<file path="config.mk">
export PLATFORM = sky130hd
export DESIGN_NAME = uart_tx_frame
export DESIGN_NICKNAME = d
export VERILOG_FILES = /design/src/rtl/uart_tx_frame.sv
export SDC_FILE = /design/constraint.sdc
export NUM_CORES = 1
export LEC_CHECK = 0
export CORE_MARGIN = 3
export CORE_UTILIZATION = 40
export DETAILED_ROUTE_END_ITERATION = 10
export DONT_BUFFER_PORTS = 1
export PLACE_DENSITY = 0.53
export SLEW_MARGIN = 20
export SYNTH_ARGS = -nofsm -noshare
export SYNTH_HDL_FRONTEND = slang
export SYNTH_SLANG_ARGS = --single-unit
</file>
<file path="constraint.sdc">
create_clock -name clk -period 2.94 [get_ports clk]
set_clock_uncertainty 0.2 [all_clocks]
set_input_delay 0.588 -clock clk [delete_from_list [all_inputs] [get_ports clk]]
set_output_delay 0.588 -clock clk [all_outputs]
set_load 0.005 [all_outputs]
</file>
<file path="src/rtl/uart_tx_frame.sv">
// -----------------------------------------------------------------------------
// uart_tx_frame
//   UART transmitter with a configurable frame format: start bit, DATA_BITS
//   data bits LSB first, an optional odd/even parity bit and one or two stop
//   bits. The bit period is DIV = FREQ/BAUDRATE clock cycles.
//
//   Build option: define UART_TX_FIFO_EN to put a FIFO_DEPTH-entry FIFO in
//   front of the shifter. In that build, frames queued in the FIFO go out
//   back-to-back.
//
//   Without the option, words are taken straight into the shifter while the
//   FSM is idle. TX_Level then reads 0.
//
// Ports
//   clk        system clock, rising edge
//   reset_n    asynchronous active-low reset
//   TX_Valid   producer offers TX_DATA this cycle
//   TX_DATA    word to send, LSB transmitted first
//   TX_Ready   word accepted at the edge where TX_Valid && TX_Ready
//   TX_Serial  registered serial line, idle high
//   TX_BUSY    frame in progress or words still queued
//   TX_Level   FIFO occupancy
// -----------------------------------------------------------------------------
module uart_tx_frame #(
  parameter int FREQ       = 100000000,
  parameter int BAUDRATE   = 9600,
  parameter int DATA_BITS  = 8,
  parameter int PARITY     = 0,
  parameter int STOP_BITS  = 1,
  parameter int FIFO_DEPTH = 4
) (
  input  logic                        clk,
  input  logic                        reset_n,
  input  logic                        TX_Valid,
  input  logic [DATA_BITS-1:0]        TX_DATA,
  output logic                        TX_Ready,
  output logic                        TX_Serial,
  output logic                        TX_BUSY,
  output logic [$clog2(FIFO_DEPTH):0] TX_Level
);

  localparam int DIV   = FREQ / BAUDRATE;
  localparam int CNT_W = $clog2(DIV);
  localparam int LVL_W = $clog2(FIFO_DEPTH) + 1;

  localparam logic [CNT_W-1:0] BAUD_LAST = CNT_W'(DIV - 1);
  localparam logic [3:0]       DATA_LAST = 4'(DATA_BITS - 1);
  localparam logic [3:0]       STOP_LAST = 4'(STOP_BITS - 1);

  typedef enum logic [2:0] {
    S_IDLE,
    S_START,
    S_DATA,
    S_PARITY,
    S_STOP
  } state_t;

  state_t               state_reg, state_next;
  logic [CNT_W-1:0]     baud_reg, baud_next;
  logic [3:0]           bit_reg, bit_next;
  logic [DATA_BITS-1:0] shift_reg, shift_next;
  logic                 parity_reg, parity_next;
  logic                 serial_reg, serial_next;

  logic                 word_avail;  // a word is ready to be loaded now
  logic                 load;        // shifter load (and FIFO pop) this cycle
  logic [DATA_BITS-1:0] load_data;
  logic                 bit_done;    // last cycle of the current bit period

  assign bit_done  = (baud_reg == BAUD_LAST);
  assign TX_Serial = serial_reg;

`ifdef UART_TX_FIFO_EN
  localparam int PTR_W = $clog2(FIFO_DEPTH);
  // Words sitting in the FIFO may start the next frame directly from STOP.
  localparam bit CHAIN = 1'b1;

  // Small register file, read asynchronously. This makes the head word
  // available for a load on the cycle after it was pushed.
  logic [DATA_BITS-1:0] fifo_mem [FIFO_DEPTH];
  logic [PTR_W-1:0]     wr_ptr_reg, rd_ptr_reg;
  logic [LVL_W-1:0]     level_reg;
  logic                 push;

  assign TX_Ready   = (level_reg != LVL_W'(FIFO_DEPTH));
  assign push       = TX_Valid && TX_Ready;
  assign word_avail = (level_reg != '0);
  assign load_data  = fifo_mem[rd_ptr_reg];
  assign TX_Level   = level_reg;
  assign TX_BUSY    = (state_reg != S_IDLE) || (level_reg != '0);

  always_ff @(posedge clk) begin
    if (push) begin
      fifo_mem[wr_ptr_reg] <= TX_DATA;
    end
  end

  always_ff @(posedge clk or negedge reset_n) begin
    if (!reset_n) begin
      wr_ptr_reg <= '0;
      rd_ptr_reg <= '0;
      level_reg  <= '0;
    end else begin
      if (push) begin
        wr_ptr_reg <= wr_ptr_reg + PTR_W'(1);
      end
      if (load) begin
        rd_ptr_reg <= rd_ptr_reg + PTR_W'(1);
      end
      // A simultaneous push and pop leaves the level unchanged.
      case ({push, load})
        2'b10:   level_reg <= level_reg + LVL_W'(1);
        2'b01:   level_reg <= level_reg - LVL_W'(1);
        default: level_reg <= level_reg;
      endcase
    end
  end
`else
  // With no FIFO, the producer hands over only while idle. This leaves at
  // least one idle cycle between frames.
  localparam bit CHAIN = 1'b0;

  assign TX_Ready   = (state_reg == S_IDLE);
  assign word_avail = TX_Valid;
  assign load_data  = TX_DATA;
  assign TX_Level   = '0;
  assign TX_BUSY    = (state_reg != S_IDLE);
`endif

  // State register
  always_ff @(posedge clk or negedge reset_n) begin
    if (!reset_n) begin
      state_reg  <= S_IDLE;
      baud_reg   <= '0;
      bit_reg    <= '0;
      shift_reg  <= '0;
      parity_reg <= 1'b0;
      serial_reg <= 1'b1;
    end else begin
      state_reg  <= state_next;
      baud_reg   <= baud_next;
      bit_reg    <= bit_next;
      shift_reg  <= shift_next;
      parity_reg <= parity_next;
      serial_reg <= serial_next;
    end
  end

  // Next-state logic
  always_comb begin
    state_next  = state_reg;
    baud_next   = baud_reg;
    bit_next    = bit_reg;
    shift_next  = shift_reg;
    parity_next = parity_reg;
    load        = 1'b0;

    if (state_reg != S_IDLE) begin
      baud_next = bit_done ? '0 : baud_reg + CNT_W'(1);
    end

    case (state_reg)
      S_IDLE: begin
        if (word_avail) begin
          load = 1'b1;
        end
      end
      S_START: begin
        if (bit_done) begin
          state_next = S_DATA;
          bit_next   = '0;
        end
      end
      S_DATA: begin
        if (bit_done) begin
          shift_next = shift_reg >> 1;
          if (bit_reg == DATA_LAST) begin
            bit_next   = '0;
            state_next = (PARITY != 0) ? S_PARITY : S_STOP;
          end else begin
            bit_next = bit_reg + 4'd1;
          end
        end
      end
      S_PARITY: begin
        if (bit_done) begin
          state_next = S_STOP;
          bit_next   = '0;
        end
      end
      S_STOP: begin
        if (bit_done) begin
          if (bit_reg == STOP_LAST) begin
            if (CHAIN && word_avail) begin
              load = 1'b1;
            end else begin
              state_next = S_IDLE;
            end
          end else begin
            bit_next = bit_reg + 4'd1;
          end
        end
      end
      default: state_next = S_IDLE;
    endcase

    // Every load restarts the baud counter. This makes the start bit exactly
    // DIV cycles long.
    if (load) begin
      state_next  = S_START;
      baud_next   = '0;
      bit_next    = '0;
      shift_next  = load_data;
      parity_next = (PARITY == 1) ? ~(^load_data) : (^load_data);
    end
  end

  // Output logic: the line value is decoded from the next state. The
  // registered TX_Serial therefore changes on the same edge as the state.
  always_comb begin
    case (state_next)
      S_START:  serial_next = 1'b0;
      S_DATA:   serial_next = shift_next[0];
      S_PARITY: serial_next = parity_next;
      default:  serial_next = 1'b1;
    endcase
  end

endmodule

</file>
# ---- After elaboration in Yosys (flattened, before gate mapping)
# Index checks and enable logic that the tools add are counted.
dict set report word_totals {
  input_bits 11
  output_inout_bits 6
  register_bits 31
  wordCells 58
}
dict set report classes {
  n_reduce_logical 11
  eq_ne 13
  n_mux 25
  addsub 2
}
# op n
set ops {}
lappend ops {{14-bit 2-to-1 mux} 3}
lappend ops {{4-bit 2-to-1 mux} 6}
lappend ops {{8-bit 2-to-1 mux} 3}
lappend ops {{3-bit 2-to-1 mux} 7}
lappend ops {{3-bit one-hot mux with 5 select lines} 1}
lappend ops {{14-bit by 1-bit adder with 14-bit output (second input constant)} 1}
lappend ops {{14-bit equality test (second input constant)} 1}
lappend ops {{3-bit by 2-bit equality test with 1-bit output (second input constant)} 4}
lappend ops {{4-bit one-hot mux with 3 select lines} 1}
lappend ops {{3-bit != test (second input constant)} 3}
lappend ops {{8-bit parity} 1}
lappend ops {{3-bit by 1-bit equality test with 1-bit output (second input constant)} 2}
lappend ops {{2-bit nonzero test} 3}
lappend ops {{5-bit AND reduction} 1}
lappend ops {{4-bit by 1-bit adder with 4-bit output (second input constant)} 1}
lappend ops {{4-bit by 3-bit equality test with 1-bit output (second input constant)} 1}
lappend ops {{4-bit logical NOT} 1}
lappend ops {{4-bit nonzero test} 1}
lappend ops {{3-bit equality test (second input constant)} 1}
lappend ops {{3-bit logical NOT} 1}
lappend ops {{1-bit 2-to-1 mux} 3}
lappend ops {{3-bit by 1-bit != test with 1-bit output (second input constant)} 1}
lappend ops {{1-bit one-hot mux with 3 select lines} 1}
lappend ops {{3-bit nonzero test} 1}
lappend ops {{other kinds (2)} 2}

# ---- Longest topological paths before layout
# Gate-level depths: netlist of the first run.
dict set report logic_depth {
  depth_word 7
  ltp_mapped 9
  mapped_depth_nobuf 7
}

# ---- Least setup slack after synthesis of the first run
# OpenSTA, ideal clock, no wires.
dict set report synth_timing {
  path_type {register to register}
  from {register baud_reg[4]}
  to {register bit_reg[2]}
  required_ns 2.622
  setup_time_ns 0.118
  path_buffers 1
  t_arrival_ns 2.145
  period_less_slack_ns 2.463
  stages_incl_launch_ff 8
  path_slack_ns 0.477
  path_cell_list {dfrtp_1 > or4b_4 > nor4_4 > nand4_1 > and3_1 > buf_6 > o21bai_1 > a21o_1}
}
dict set report synth_between {
  elab_chain_len 3
  elab_cells_between_ends 5
  cone_classes {eq/ne: 4; reduce/logical: 1}
}
# element line
set synth_rtl {}
lappend synth_rtl {{start, declared} 59} ;# logic [CNT_W-1:0] baud_reg, baud_next;
lappend synth_rtl {{start signal, assigned} 141} ;# baud_reg <= baud_next;
lappend synth_rtl {{14-bit equality test *} 70} ;# assign bit_done = (baud_reg == BAUD_LAST);
lappend synth_rtl {{3-bit != test (no source line) or 3-bit by 1-bit != test with 1-bit output (tied branches)} --}
lappend synth_rtl {{5-bit AND reduction (no source line) *} --}
lappend synth_rtl {{end signal, assigned} 142} ;# bit_reg <= bit_next;
lappend synth_rtl {{end, declared} 60} ;# logic [3:0] bit_reg, bit_next;
# Every way passes the cells marked *; elsewhere a longest branch is shown, timed or not.
# A chain may end at the register's enable or synchronous reset.

# ---- Worst setup path after layout of the first run
dict set report layout_timing {
  from {register baud_reg[8]}
  to {register bit_reg[2]}
}
# The elaborated chain is that of the path after synthesis.

==> impl_metrics.py, run 1 <==
metrics = {
    "status": {
        "status": "completed",
    },
    "floorplanning": {
        "dieArea_um2": 5180,
        "io_pins": 17,
        "die_x_um": 71.9,
        "core-area_um2": 4090,
        "die_h_um": 71.9,
        "start_util": 0.426,
        "fp-row-count": 23,
    },
    "power": {
        "peakVddDrop_mv": 0.334,
        "power_density_nw_per_um2": 462,
        "leakage_nw": 0.830,
        "finalPower_w": 0.000891,
    },
    "worst_hold_path": {
        "hold_path.class": "input port to flop",
        "min_delay_worst_endpoint": "shift_reg[7]$_DFFE_PN0P_",
        "min_path_cells": 2,
        "hold_start": "TX_Valid",
    },
    "clock_tree": {
        "cts_root_buf": "clkbuf_8",
        "clk_pin_slew_worst_paths_ns": 0.07,
        "clock_latency_ns": 0.28,
        "post-cts-setup-buffers": 0,
        "cts_tree": "yes",
        "ctsHtreeMaxLevel": 2,
        "clock_sinks": 31,
        "clk_path_buf_depth": 2,
        "cts_resized": 0,
        "cts_buffers": 5,
    },
    "timing": {
        "period_share": 0.835,
        "fmax_ghz": 0.407,
        "min_period_ns": 2.45,
        "rsz0062_at_grt": "false",
        "tns_ns": 0,
        "final-setup-viol-count": 0,
        "holdWs_ns": 0.244,
        "hold_viol": 0,
        "drv_slew": 0,
    },
    "job": {
        "cap_violations": 0,
    },
    "worst_setup_path": {
        "cp-end-kind": "flop",
        "rr_endpoint": "bit_reg[2]$_DFFE_PN0P_",
        "required_ns": 2.91,
        "arrival_ns": 2.43,
        "worst_r2r_path_depth": 7,
        "crit_path_max_fanout": 10,
        "critPathLaunchType": "flop",
        "r2r-start": "baud_reg[8]$_DFFE_PN0P_",
        "reg2reg_slack_ns": 0.49,
        "path_class": "flop to flop",
    },
    "global_route": {
        "antenna_found_initial": 0,
        "grt-ovfl-total": 0,
        "grt_max_degree": 32,
        "track_usage": 0.147,
        "grt_pass1_wl_um": 5980,
        "first_global_vias": 1293,
    },
    "place": {
        "dp.cells": 238,
        "io_buffers": 0,
        "place_hpwl_um": 2300,
        "place_congestion": 0.748,
    },
    "drt": {
        "drt-total-wl_um": 3240,
        "drtIter0Drc": 68,
        "drc": 0,
        "vias_per_cell": 5.37,
        "ant_nets": 0,
        "wl_per_cell_um": 13.1,
        "routed-via-count": 1331,
        "firstDrtPassIters": 4,
    },
    "cells_and_area": {
        "area_growth_pct": 10.9,
        "num-nets-final": 211,
        "antenna_cells": 0,
        "regArea_um2": 777,
        "drive_gt1_frac": 0.0960,
        "fin_cells": 248,
        "fill_cells": 399,
        "final_common_cell": "dfrtp_1",
        "multi_input_area_um2": 892,
        "largest_register_ffs": 14,
        "mostFrequentLayoutCells": "30 x dfrtp_1, 24 x nand2_1, 22 x o21ai_0, 22 x nor2_1",
    },
    "logic_synthesis": {
        "synth_edf_count": 0,
        "yosysSeqAreaShare": 0.447,
        "synth_cells": 192,
        "synth-seq-cells": 31,
        "synth_cell_types": 40,
        "synthFlopType": "dfrtp_1",
        "synthArstFlopShare": 1.00,
        "postSynthAreaPerCell_um2": 9.06,
        "yosysWarnings": 0,
        "synth.cell_area_um2": 1740,
    },
}
-- synthesized netlist by cell type (all sizes together), types with 2 or more instances --
library cell   n  share of area
dfrtp         30           0.43
nand2         24          0.052
o21ai         24          0.069
nor2          22          0.047
nand3         11          0.039
a21oi         10          0.029
xnor2          9          0.045
mux2i          7          0.040
and3           6          0.022
buf            6          0.025
inv            5          0.011
clkbuf         4         0.0086
nand2b         4          0.014
and2           3          0.011
ha             3          0.022
xor2           3          0.015
nand4          2         0.0072
o21bai         2         0.0086
o31ai          2         0.0086
-- power by group --
group | total (W) | switching, W | internal (W)
registers | 0.000426 | 0 | 0.000426
clock network | 0.000433 | 0.000159 | 0.000274
logic | 0.0000309 | 0.0000162 | 0.0000147
total | 0.000891 | 0.000175 | 0.000715
-- layout make-up --
cell class	instances	share of cell area
Sequential cell	31	0.403
Inverter	5	0.00973
Tap cell	50	0.0324
Timing Repair Buffer	6	0.0311
Clock inverter	2	0.0182
Multi-Input combinational cell	148	0.463
Clock buffer	6	0.0428
-- metrics by stage --
stage	util	setup slack, ns	cell area (um2)
4_1_cts	0.472	0.485	1930
3_3_place_gp	0.436	0.544	1780
5_1_grt	0.472	0.350	1930
6_report	0.472	0.485	1930
2_1_floorplan	-	0.477	1750
3_5_place_dp	0.436	0.523	1780
-- cell families after synthesis --
kind of cell               Yosys count  share of synthesized area
other                                1                    0.00216
xor gates and xnor gates            12                     0.0604
adders and majority gates            3                     0.0216
muxes                                7                     0.0403
and+or+nand+nor                     81                      0.251
AOI/OAI and AO/OA                   42                      0.133
buffers and inverters               15                     0.0446
DFF                                 31                      0.447
-- what timing repair did --
action | 4_1_cts | 5_1_grt
setup endpoints to repair | 0 | 0
hold buffers | 2 | 0
endpoints found under the hold margin | 31 | 0
-- layer usage --
layer	global-route usage	share of wire	vias to the layer above
li1	-	-	663
met1	0.202	0.48	637
met2	0.221	0.45	29
met3	0.0526	0.058	2
met4	0.0334	0.0071	0
met5	0	0	-
-- critical path, stage by stage (launching register included) --
cell and delay [ns]:
dfrtp_1 0.41, or4b_4 0.54, nor4_4 0.27, buf_4 0.21
nand4_1 0.09, and3_1 0.26, o21bai_1 0.18, a21o_1 0.17
-- how the worst max path moves through the flow --
| stage | slack, ns | to | cells past startpoint | from |
|---|---|---|---|---|
| 6_report | 0.49 | bit_reg[2]$_DFFE_PN0P_ | 7 | baud_reg[8]$_DFFE_PN0P_ |
| 5_1_grt | 0.35 | bit_reg[2]$_DFFE_PN0P_ | 7 | baud_reg[8]$_DFFE_PN0P_ |
| 4_1_cts | 0.49 | bit_reg[2]$_DFFE_PN0P_ | 7 | baud_reg[4]$_DFFE_PN0P_ |
| 3_5_place_dp | 0.52 | bit_reg[2]$_DFFE_PN0P_ | 7 | baud_reg[4]$_DFFE_PN0P_ |
| 3_3_place_gp | 0.54 | bit_reg[2]$_DFFE_PN0P_ | 7 | baud_reg[4]$_DFFE_PN0P_ |
| 2_1_floorplan | 0.48 | bit_reg[2]$_DFFE_PN0P_ | 7 | baud_reg[4]$_DFFE_PN0P_ |
Note: power is estimated with default switching activity, not from simulation.
==> inputs of run 2 (changes only) <==
--- a/config.mk
+++ b/config.mk
@@ -9,7 +9,7 @@
 export CORE_UTILIZATION = 40
 export DETAILED_ROUTE_END_ITERATION = 10
 export DONT_BUFFER_PORTS = 1
-export PLACE_DENSITY = 0.53
+export PLACE_DENSITY = 0.55
 export SLEW_MARGIN = 20
 export SYNTH_ARGS = -nofsm -noshare
 export SYNTH_HDL_FRONTEND = slang
==> constraint.sdc (replaced) <==
create_clock -name clk -period 2.2 [get_ports clk]
set_clock_uncertainty 0.2 [all_clocks]
set_input_delay 0.44 -clock clk [delete_from_list [all_inputs] [get_ports clk]]
set_output_delay 0.44 -clock clk [all_outputs]
set_load 0.005 [all_outputs]
==> run 2 against run 1 <==
Net effect: non-clock buffer count grew 21; largest cell class unchanged; clock power grew 36%; first-iteration DRC count grew 28%.
==> impl_metrics.py, run 2 (same netlist as run 1, synthesis figures left out) <==
metrics = {
    "status": {
        "status": "completed",
    },
    "worst_setup_path": {
        "cp-end-kind": "flop",
        "crit_path_max_fanout": 8,
        "path_class": "flop to flop",
        "critPathLaunchType": "flop",
        "arrival_ns": 2.17,
        "reg2reg_slack_ns": 0.05,
        "required_ns": 2.22,
    },
    "timing": {
        "fmax_ghz": 0.465,
        "drv_slew": 0,
        "rsz0062_at_grt": "true",
        "holdWs_ns": 0.0829,
        "hold_viol": 0,
        "final-setup-viol-count": 0,
        "layout_setup_ws_ns": 0.0489,
        "min_period_ns": 2.15,
        "period_share": 0.978,
    },
    "power": {
        "peakVddDrop_mv": 0.335,
        "leakage_nw": 0.949,
        "power_density_nw_per_um2": 562,
    },
    "global_route": {
        "antenna_found_initial": 0,
        "track_usage": 0.158,
        "grt-ovfl-total": 0,
        "grt_pass1_wl_um": 6330,
        "grt_max_degree": 32,
        "first_global_vias": 1403,
    },
    "floorplanning": {
        "die_x_um": 71.9,
        "io_pins": 17,
        "start_util": 0.426,
        "die_h_um": 71.9,
        "dieArea_um2": 5180,
        "fp-row-count": 23,
        "core-area_um2": 4090,
    },
    "cells_and_area": {
        "drive_gt1_frac": 0.215,
        "largest_register_ffs": 14,
        "area_growth_pct": 22.9,
        "multi_input_area_um2": 928,
        "fill_cells": 374,
        "utilization": 0.523,
        "regArea_um2": 777,
        "final_common_cell": "dfrtp_1",
        "mostFrequentLayoutCells": "30 x dfrtp_1, 24 x nand2_1, 22 x nor2_1, 19 x o21ai_0, 19 x buf_4",
        "finish.instance_area_um2": 2140,
        "antenna_cells": 0,
        "num-nets-final": 232,
        "fin_cells": 269,
    },
    "place": {
        "place_congestion": 0.784,
        "place_hpwl_um": 2490,
        "io_buffers": 0,
        "pre_cts_ws_ns": -0.00895,
        "placed_cell_area_um2": 1900,
        "dp.cells": 253,
    },
    "drt": {
        "vias_per_cell": 5.19,
        "drc": 0,
        "drt-total-wl_um": 3660,
        "ant_nets": 0,
        "routed-via-count": 1396,
        "firstDrtPassIters": 4,
        "wl_per_cell_um": 13.6,
        "drtIter0Drc": 87,
    },
    "clock_tree": {
        "ctsHtreeMaxLevel": 2,
        "clk_pin_slew_worst_paths_ns": 0.06,
        "clock_sinks": 31,
        "clock_latency_ns": 0.29,
        "clk_path_buf_depth": 2,
        "cts_tree": "yes",
        "cts_root_buf": "clkbuf_8",
        "cts_buffers": 5,
    },
    "job": {
        "cap_violations": 0,
    },
    "worst_hold_path": {
        "hold_path.class": "input port to flop",
    },
}
## run 2: changes by cell type in the layout (fill, tap and decap cells not counted), sizes merged
cell	delta
buf	+21
## run 2: layout make-up
type                            instances  area share
Sequential cell                        31       0.363
Clock buffer                            6      0.0386
Tap cell                               50      0.0293
Multi-Input combinational cell        148       0.434
Timing Repair Buffer                   27       0.109
Inverter                                5     0.00878
Clock inverter                          2      0.0164
## run 2: per-stage QoR
stage | setup TNS [ns] | total power, W
6_report | 0 | 0.00120
5_1_grt | -0.354 | 0.00125
4_1_cts | 0 | 0.00123
3_5_place_dp | -0.0146 | 0.000605
3_3_place_gp | 0 | 0.000606
2_1_floorplan | -0.281 | 0.000607
## run 2: worst paths after layout
| kind | start | endpoint | cells after the start |
|---|---|---|---|
| worst min register to register | parity_reg$_DFF_PN0_ | parity_reg$_DFF_PN0_ | 2 |
| worst min-delay path | TX_Valid | shift_reg[7]$_DFFE_PN0P_ | 2 |
| worst max register to register | baud_reg[10]$_DFFE_PN0P_ | TX_Serial$_DFF_PN1_ | 8 |
| max in group asynchronous | reset_n | TX_Serial$_DFF_PN1_ | 2 |
| worst max-delay path | baud_reg[10]$_DFFE_PN0P_ | TX_Serial$_DFF_PN1_ | 8 |
| min in group asynchronous | reset_n | state_reg[1]$_DFF_PN0_ | 2 |
## run 2: critical path, stage by stage (launching register included)
cell and delay, ns:
dfrtp_1 0.38, or4b_4 0.55, nor4_4 0.15, buf_6 0.17, buf_6 0.10, a21oi_2 0.04, nor3b_2 0.23, a21oi_2 0.08
a31o_1 0.20
## run 2: layer usage
layer  wire, um  global-route usage
met1       1730               0.196
met2       1730               0.255
met3        146              0.0540
met4         54              0.0564
met5          0                   0
## run 2: repair_timing
| action | 4_1_cts | 5_1_grt |
|---|---|---|
| pin swaps | 0 | 3 |
| gates cloned | 0 | 1 |
| hold buffers | 2 | 0 |
| setup buffers | 0 | 5 |
| endpoints found under the hold margin | 31 | 0 |
| resized for setup | 2 | 14 |
| setup endpoints to repair | 4 | 11 |
## run 2: where the power goes
| part | leakage [nW] | total [W] | internal, W | switching [W] |
|---|---|---|---|---|
| Combinational | 0.530 | 0.0000415 | 0.0000196 | 0.0000219 |
| Clock | 0.0612 | 0.000591 | 0.000366 | 0.000225 |
| Sequential | 0.357 | 0.000570 | 0.000570 | 0 |
| Total | 0.949 | 0.00120 | 0.000956 | 0.000247 |
